## config.mk

```make
export PLATFORM = sky130hd
export DESIGN_NAME = rob_recovery_ctrl_flat
export DESIGN_NICKNAME = d
export VERILOG_FILES = /design/src/rtl/rob_recovery_ctrl_if.sv /design/src/rtl/rob_recovery_ctrl.sv /design/src/flat_wrapper.sv
export SDC_FILE = /design/constraint.sdc
export NUM_CORES = 1
export LEC_CHECK = 0
export BUFFER_PORTS_ARGS = -buffer_cell sky130_fd_sc_hd__buf_4
export CORE_ASPECT_RATIO = 1.4
export CORE_UTILIZATION = 45
export CTS_BUF_LIST = sky130_fd_sc_hd__clkbuf_2
export DETAILED_ROUTE_END_ITERATION = 10
export GPL_ROUTABILITY_DRIVEN = 0
export HOLD_SLACK_MARGIN = 0.15
export PLACE_DENSITY = 0.82
export SLEW_MARGIN = 20
export SYNTH_ARGS = -nofsm -noshare
export SYNTH_HDL_FRONTEND = slang
export SYNTH_SLANG_ARGS = --single-unit
```

## constraint.sdc

```tcl
create_clock -name clock -period 2.12 [get_ports clock]
set_input_delay 0.424 -clock clock [delete_from_list [all_inputs] [get_ports clock]]
set_output_delay 0.424 -clock clock [all_outputs]
set_load 0.01 [all_outputs]
```

## src/rtl/rob_recovery_ctrl_if.sv

```systemverilog
// Handshake bundle between the ROB/memory side and the recovery controller.
// The master drives squash/halt/drain status; the slave (controller) drives recovery control.
interface rob_recovery_ctrl_if #(
    parameter int MEM_CNT_W = 4
);
    logic                 squash;
    logic [31:0]          squash_target;
    logic                 ct_halt;
    logic                 sq_empty;
    logic [MEM_CNT_W-1:0] mem_outstanding;

    logic                 flush;
    logic                 stall_dispatch;
    logic                 restore_valid;
    logic [4:0]           restore_arn_base;
    logic                 redirect_valid;
    logic [31:0]          redirect_pc;
    logic                 halted;
    logic                 drain_timeout;
    logic [15:0]          recovery_cycles;

    modport master (
        output squash, squash_target, ct_halt, sq_empty, mem_outstanding,
        input  flush, stall_dispatch, restore_valid, restore_arn_base,
               redirect_valid, redirect_pc, halted, drain_timeout, recovery_cycles
    );

    modport slave (
        input  squash, squash_target, ct_halt, sq_empty, mem_outstanding,
        output flush, stall_dispatch, restore_valid, restore_arn_base,
               redirect_valid, redirect_pc, halted, drain_timeout, recovery_cycles
    );
endinterface

```

## src/rtl/rob_recovery_ctrl.sv

```systemverilog
// Pipeline recovery sequencer: FLUSH -> DRAIN -> RESTORE map walk -> REDIRECT fetch.
// A committed halt parks the machine in HALTED until reset.
module rob_recovery_ctrl #(
    parameter int ARCH_REGS     = 32,
    parameter int RESTORE_WIDTH = 4,
    parameter int DRAIN_TIMEOUT = 1024,
    parameter int MEM_CNT_W     = 4
) (
    input logic                 clock,
    input logic                 reset,
    rob_recovery_ctrl_if.slave  bus
);
    localparam int GROUPS = ARCH_REGS / RESTORE_WIDTH;
    localparam int IDX_W  = (GROUPS > 1) ? $clog2(GROUPS) : 1;
    localparam int DCNT_W = (DRAIN_TIMEOUT > 1) ? $clog2(DRAIN_TIMEOUT) : 1;

    localparam logic [2:0] S_IDLE     = 3'd0;
    localparam logic [2:0] S_FLUSH    = 3'd1;
    localparam logic [2:0] S_DRAIN    = 3'd2;
    localparam logic [2:0] S_RESTORE  = 3'd3;
    localparam logic [2:0] S_REDIRECT = 3'd4;
    localparam logic [2:0] S_HALTED   = 3'd5;

    logic [2:0]        state_q, state_d;
    logic [31:0]       target_q, target_d;
    logic [DCNT_W-1:0] drain_cnt_q, drain_cnt_d;
    logic [IDX_W-1:0]  idx_q, idx_d;
    logic              drain_timeout_q, drain_timeout_d;
    logic [15:0]       recovery_cycles_q, recovery_cycles_d;

    logic              drained;
    assign drained = bus.sq_empty && (bus.mem_outstanding == '0);

    // NOTE: every always_comb output gets a default first so no path leaves it unassigned (no latch).
    always_comb begin
        state_d           = state_q;
        target_d          = target_q;
        drain_cnt_d       = drain_cnt_q;
        idx_d             = idx_q;
        drain_timeout_d   = drain_timeout_q;
        recovery_cycles_d = recovery_cycles_q;

        unique case (state_q)
            S_IDLE: begin
                if (bus.ct_halt) begin
                    state_d = S_HALTED;
                end else if (bus.squash) begin
                    target_d = bus.squash_target;
                    state_d  = S_FLUSH;
                end
            end
            S_FLUSH: begin
                drain_cnt_d = '0;
                state_d     = S_DRAIN;
            end
            S_DRAIN: begin
                drain_cnt_d = drain_cnt_q + DCNT_W'(1);
                if (drained) begin
                    idx_d   = '0;
                    state_d = S_RESTORE;
                end else if (drain_cnt_q == DCNT_W'(DRAIN_TIMEOUT - 1)) begin
                    drain_timeout_d = 1'b1;
                    idx_d           = '0;
                    state_d         = S_RESTORE;
                end
            end
            S_RESTORE: begin
                idx_d = idx_q + IDX_W'(1);
                if (idx_q == IDX_W'(GROUPS - 1)) state_d = S_REDIRECT;
            end
            S_REDIRECT: state_d = S_IDLE;
            S_HALTED:   state_d = S_HALTED;
            default:    state_d = S_IDLE;
        endcase

        // Perf counter covers only the active recovery states and never wraps.
        if ((state_q == S_FLUSH || state_q == S_DRAIN || state_q == S_RESTORE ||
             state_q == S_REDIRECT) && recovery_cycles_q != 16'hFFFF) begin
            recovery_cycles_d = recovery_cycles_q + 16'd1;
        end
    end

    // NOTE: sequential state uses non-blocking assignments so all flops update together at the edge.
    always_ff @(posedge clock or negedge reset) begin
        if (!reset) begin
            state_q           <= S_IDLE;
            target_q          <= '0;
            drain_cnt_q       <= '0;
            idx_q             <= '0;
            drain_timeout_q   <= 1'b0;
            recovery_cycles_q <= '0;
        end else begin
            state_q           <= state_d;
            target_q          <= target_d;
            drain_cnt_q       <= drain_cnt_d;
            idx_q             <= idx_d;
            drain_timeout_q   <= drain_timeout_d;
            recovery_cycles_q <= recovery_cycles_d;
        end
    end

    assign bus.flush            = (state_q == S_FLUSH);
    assign bus.stall_dispatch   = (state_q != S_IDLE);
    assign bus.restore_valid    = (state_q == S_RESTORE);
    assign bus.restore_arn_base = (state_q == S_RESTORE) ? 5'(idx_q * RESTORE_WIDTH) : 5'd0;
    assign bus.redirect_valid   = (state_q == S_REDIRECT);
    assign bus.redirect_pc      = (state_q == S_REDIRECT) ? target_q : 32'd0;
    assign bus.halted           = (state_q == S_HALTED);
    assign bus.drain_timeout    = drain_timeout_q;
    assign bus.recovery_cycles  = recovery_cycles_q;
endmodule

```

## src/flat_wrapper.sv

```systemverilog
// flat-port wrapper written by rule: the top's interface ports become plain ports
module rob_recovery_ctrl_flat 
#(
    parameter int ARCH_REGS     = 32,
    parameter int RESTORE_WIDTH = 4,
    parameter int DRAIN_TIMEOUT = 1024,
    parameter int MEM_CNT_W     = 4
)
  (clock, reset, bus_squash, bus_squash_target, bus_ct_halt, bus_sq_empty, bus_mem_outstanding, bus_flush, bus_stall_dispatch, bus_restore_valid, bus_restore_arn_base, bus_redirect_valid, bus_redirect_pc, bus_halted, bus_drain_timeout, bus_recovery_cycles);
  rob_recovery_ctrl_if #(.MEM_CNT_W(MEM_CNT_W)) bus_i ();
  input logic clock;
  input logic reset;
  input wire logic [$bits(bus_i.squash)-1:0] bus_squash;
  input wire logic [$bits(bus_i.squash_target)-1:0] bus_squash_target;
  input wire logic [$bits(bus_i.ct_halt)-1:0] bus_ct_halt;
  input wire logic [$bits(bus_i.sq_empty)-1:0] bus_sq_empty;
  input wire logic [$bits(bus_i.mem_outstanding)-1:0] bus_mem_outstanding;
  output wire logic [$bits(bus_i.flush)-1:0] bus_flush;
  output wire logic [$bits(bus_i.stall_dispatch)-1:0] bus_stall_dispatch;
  output wire logic [$bits(bus_i.restore_valid)-1:0] bus_restore_valid;
  output wire logic [$bits(bus_i.restore_arn_base)-1:0] bus_restore_arn_base;
  output wire logic [$bits(bus_i.redirect_valid)-1:0] bus_redirect_valid;
  output wire logic [$bits(bus_i.redirect_pc)-1:0] bus_redirect_pc;
  output wire logic [$bits(bus_i.halted)-1:0] bus_halted;
  output wire logic [$bits(bus_i.drain_timeout)-1:0] bus_drain_timeout;
  output wire logic [$bits(bus_i.recovery_cycles)-1:0] bus_recovery_cycles;
  assign bus_i.squash = bus_squash;
  assign bus_i.squash_target = bus_squash_target;
  assign bus_i.ct_halt = bus_ct_halt;
  assign bus_i.sq_empty = bus_sq_empty;
  assign bus_i.mem_outstanding = bus_mem_outstanding;
  assign bus_flush = bus_i.flush;
  assign bus_stall_dispatch = bus_i.stall_dispatch;
  assign bus_restore_valid = bus_i.restore_valid;
  assign bus_restore_arn_base = bus_i.restore_arn_base;
  assign bus_redirect_valid = bus_i.redirect_valid;
  assign bus_redirect_pc = bus_i.redirect_pc;
  assign bus_halted = bus_i.halted;
  assign bus_drain_timeout = bus_i.drain_timeout;
  assign bus_recovery_cycles = bus_i.recovery_cycles;
  rob_recovery_ctrl #(.ARCH_REGS(ARCH_REGS), .RESTORE_WIDTH(RESTORE_WIDTH), .DRAIN_TIMEOUT(DRAIN_TIMEOUT), .MEM_CNT_W(MEM_CNT_W)) u_core (.clock(clock), .reset(reset), .bus(bus_i));
endmodule
```

==> reports/summary.txt <==
status - finished, violations left
grt peak-use layer - met2
global-route met1 utilization - 0.273
post-place instance area - 0.00411 mm2
synthesized instance count - 283
crit-path most repeated cell - buf_6
Vias/cell - 5.21
PD cells - 1190 mW/mm2
Fin Clk Skew - 24.0 ps
total CTS buffers - 9
arrival time worst endpoint - 1700 ps
CTS tree - done
Warnings, synthesis - 0
setup violators final - 2
nets@finish - 481
VDD IR max - 729 uV
clock latency at the later pin of the worst-skew pair - 500 ps
CP max FO - 5
Adder-Cell Fraction of Synth Area - 0.0151
Syn-to-layout area delta - 48.1%
initial antenna violation count - 0
#FFs+latches synth - 65
CP required - 1700 ps
Setup Crit Path Kind - flop to output pin
CP max-delay cell - dfrtp_1
Chip Height - 104 um
H-tree lvl count - 3
Worst setup EP type - output pin
Max Buffers Root-to-Sink - 2
Post-Synth XOR/XNOR Area - 0.0396
Synth Area in Compound Gates - 0.0633
M3 GR Usage - 0.0340
worst-margin pin slew - 805 ps
GRT Total Usage - 0.223
leakage power figure - 0.00259 uW
worst path bufs/invs - 4
Mapped Area - 0.00332 mm2
Remaining Overflow, GRT - 0
WL per Instance - 16.0 um
fmax - 470 MHz
Hold Path Class - input pin to flop
core area - 0.00703 mm2
fraction of registers with async set/reset - 1.00
Crit path max-delay family - buffers and inverters
largest net degree at the start of global routing - 66
vias in the first global route - 2730
Netlist cell types - 42
mux cell area share after synthesis - 0.155
Sink Count - 65
failing checks - setup timing
Port Buffers - 97
clk slew on worst S/H paths - 160 ps
First-pass DRT Iterations - 4
clock period minus worst slack - 2130 ps
Worst path max stage delay - 440 ps
Rows - 36
# DRC - 0
RSZ-0062 raised after global routing - true
prevailing post-synth register cell - dfrtp_1
Initial DRC Count - 159
Final period util - 1.00
relative slew slack - 0.463
Place WS - 132 ps
# IOs - 100
max-cap violation count - 0
met2 Usage GRT - 0.369
Post-DRT Antenna Nets - 0
first-pass GRT wire length - 13100 um
Final Max Slew Viols - 0
die area - 0.00773 mm2
worst path cell trace - buf_6 -> nor2_4 -> buf_6 -> buf_6 -> and3_4 -> buf_6
layout cell share with drive strength beyond 1 - 0.442
hold_ws - 177 ps
number of flops mapped to enable cells by yosys - 0
number of diodes - 0
Synth Area in Simple Gates - 0.190
Final WS setup - -7.78 ps
Mapped Avg Cell Area - 11.7 um2
Seq/Total Area, Yosys - 0.490
Hold Fails Final Rpt - 0
Die X-Extent - 74.6 um
startpoint types - flop
Via Count - 2793
largest family of logic cells by synthesized area - simple AND/OR/NAND/NOR gates
fin area - 0.00492 mm2
CTS root buffer - clkbuf_2
total wire length - 8590 um
detailed placement HPWL - 5050 um
Initial Util - 0.472
-- worst reg2reg max path: cells and delay by family, from the launching register on --
kind,cells,cell delay (ps)
simple gates,2,830
buf+inv,2,340
mux,1,310
flops,1,480
-- metrics by stage --
stage	std cells	utilization	setup TNS, ps	total power (uW)
after floorplan	284	-	0	3480
after CTS	514	0.662	0	5450
after detailed placement	465	0.585	0	4310
after global placement	465	0.585	0	4200
after global routing	536	0.700	-1700	6200
final	536	0.700	-11.1	5840
-- report_power, final --
part,internal [uW],switching (uW),total (uW)
sequential,1700,357,2060
combinational,1740,1190,2930
clock,398,461,859
total,3840,2010,5840
-- cell usage after synthesis, types with 2 or more instances --
master / instances / area [um2]
a211oi_1: 5 / 37.5
a21oi_1: 2 / 10.0
a22o_1: 6 / 52.6
and2_1: 4 / 25.0
and3_1: 40 / 250
and4_1: 3 / 26.3
buf_12: 3 / 60.1
buf_4: 2 / 15.0
clkbuf_1: 12 / 45.0
dfrtp_1: 65 / 1630
ha_1: 4 / 50.1
inv_1: 4 / 15.0
mux2_2: 4 / 45.0
mux2_4: 30 / 450
mux2i_1: 2 / 20.0
nand2_1: 14 / 52.6
nand3_1: 8 / 40.0
nand4_1: 4 / 25.0
nor2_1: 10 / 37.5
nor3_1: 9 / 45.0
nor3b_1: 2 / 15.0
nor4_1: 4 / 25.0
nor4b_1: 3 / 26.3
o21ai_0: 9 / 45.0
o31ai_1: 3 / 22.5
or3b_2: 2 / 17.5
xor2_1: 14 / 123
-- final cells by class --
| type | instances | area [um2] |
|---|---|---|
| clock inverters | 6 | 92.6 |
| repair buffers | 160 | 1410 |
| flip-flops and latches | 65 | 1630 |
| inverters | 4 | 17.5 |
| clock buffers | 10 | 50.0 |
| multi-input cells | 196 | 1600 |
| well taps | 95 | 119 |
| fillers | 535 | 2110 |
-- flip-flops by register name, summed over array words and instances (netlist names) --
signal,cells
u_core.idx_q,3
u_core.bus.recovery_cycles,16
u_core.state_q,3
u_core.target_q,32
u_core.drain_cnt_q,10
u_core.bus.drain_timeout,1
-- worst paths after layout --
kind | slack (ps) | to | startpoint | depth (start not counted)
setup / recovery | -8 | bus_redirect_pc[26] | u_core.state_q[1] | 6
hold / removal | 180 | u_core.target_q[19] | bus_squash_target[19] | 2
setup reg to reg | 80 | u_core.target_q[4] | u_core.state_q[2] | 5
hold reg to reg | 500 | u_core.bus.drain_timeout | u_core.bus.drain_timeout | 1
max in group asynchronous | 1040 | u_core.state_q[2] | reset | 2
min in group asynchronous | 510 | u_core.drain_cnt_q[9] | reset | 2
-- logic make-up (layout without fill, tap and decap cells) --
logic type	count (synthesis)	after routing
compound gates	30	30
buf+inv	23	180
flops	65	65
mux	36	36
other cells	1	2
xor+xnor	15	15
fa+ha+maj	4	4
simple gates	109	109
-- cell usage in the layout (no fill, tap or decap), types with 2 or more instances in the layout --
cell type and n:
buf_4 110, dfrtp_1 64, and3_1 34, dlygate4sd3_1 32, mux2_4 30, nand2_1 14, xor2_1 14, buf_6 12
clkbuf_2 10, nor2_1 9, nor3_1 9, o21ai_0 9, nand3_1 8, and3_4 6, a22o_1 6, a211oi_1 5
nand4_1 4, mux2_2 4, nor4_1 4, ha_1 4, inv_1 3, and4_1 3, and2_1 3, o31ai_1 3
nor4b_1 3, or3b_4 2, a2111oi_1 2, mux2i_1 2, nor3b_1 2, conb_1 2, clkinvlp_4 2, clkinv_4 2
bufinv_16 2, buf_12 2
-- metal layers --
metal  routed length (um)  part of all wire
met5                    0                 0
met4                  260             0.030
met3                  335             0.039
met2                 4440              0.52
met1                 3560              0.41
-- timing repair --
item                                   in CTS  in global routing
hold buffers                               28                  4
gates cloned                                3                  2
setup buffers                               2                 16
pin swaps                                   1                  4
endpoints found under the hold margin      92                  4
setup endpoints to repair                  26                 39
resized for setup                          14                 21
(Power assumes the default switching activity.)
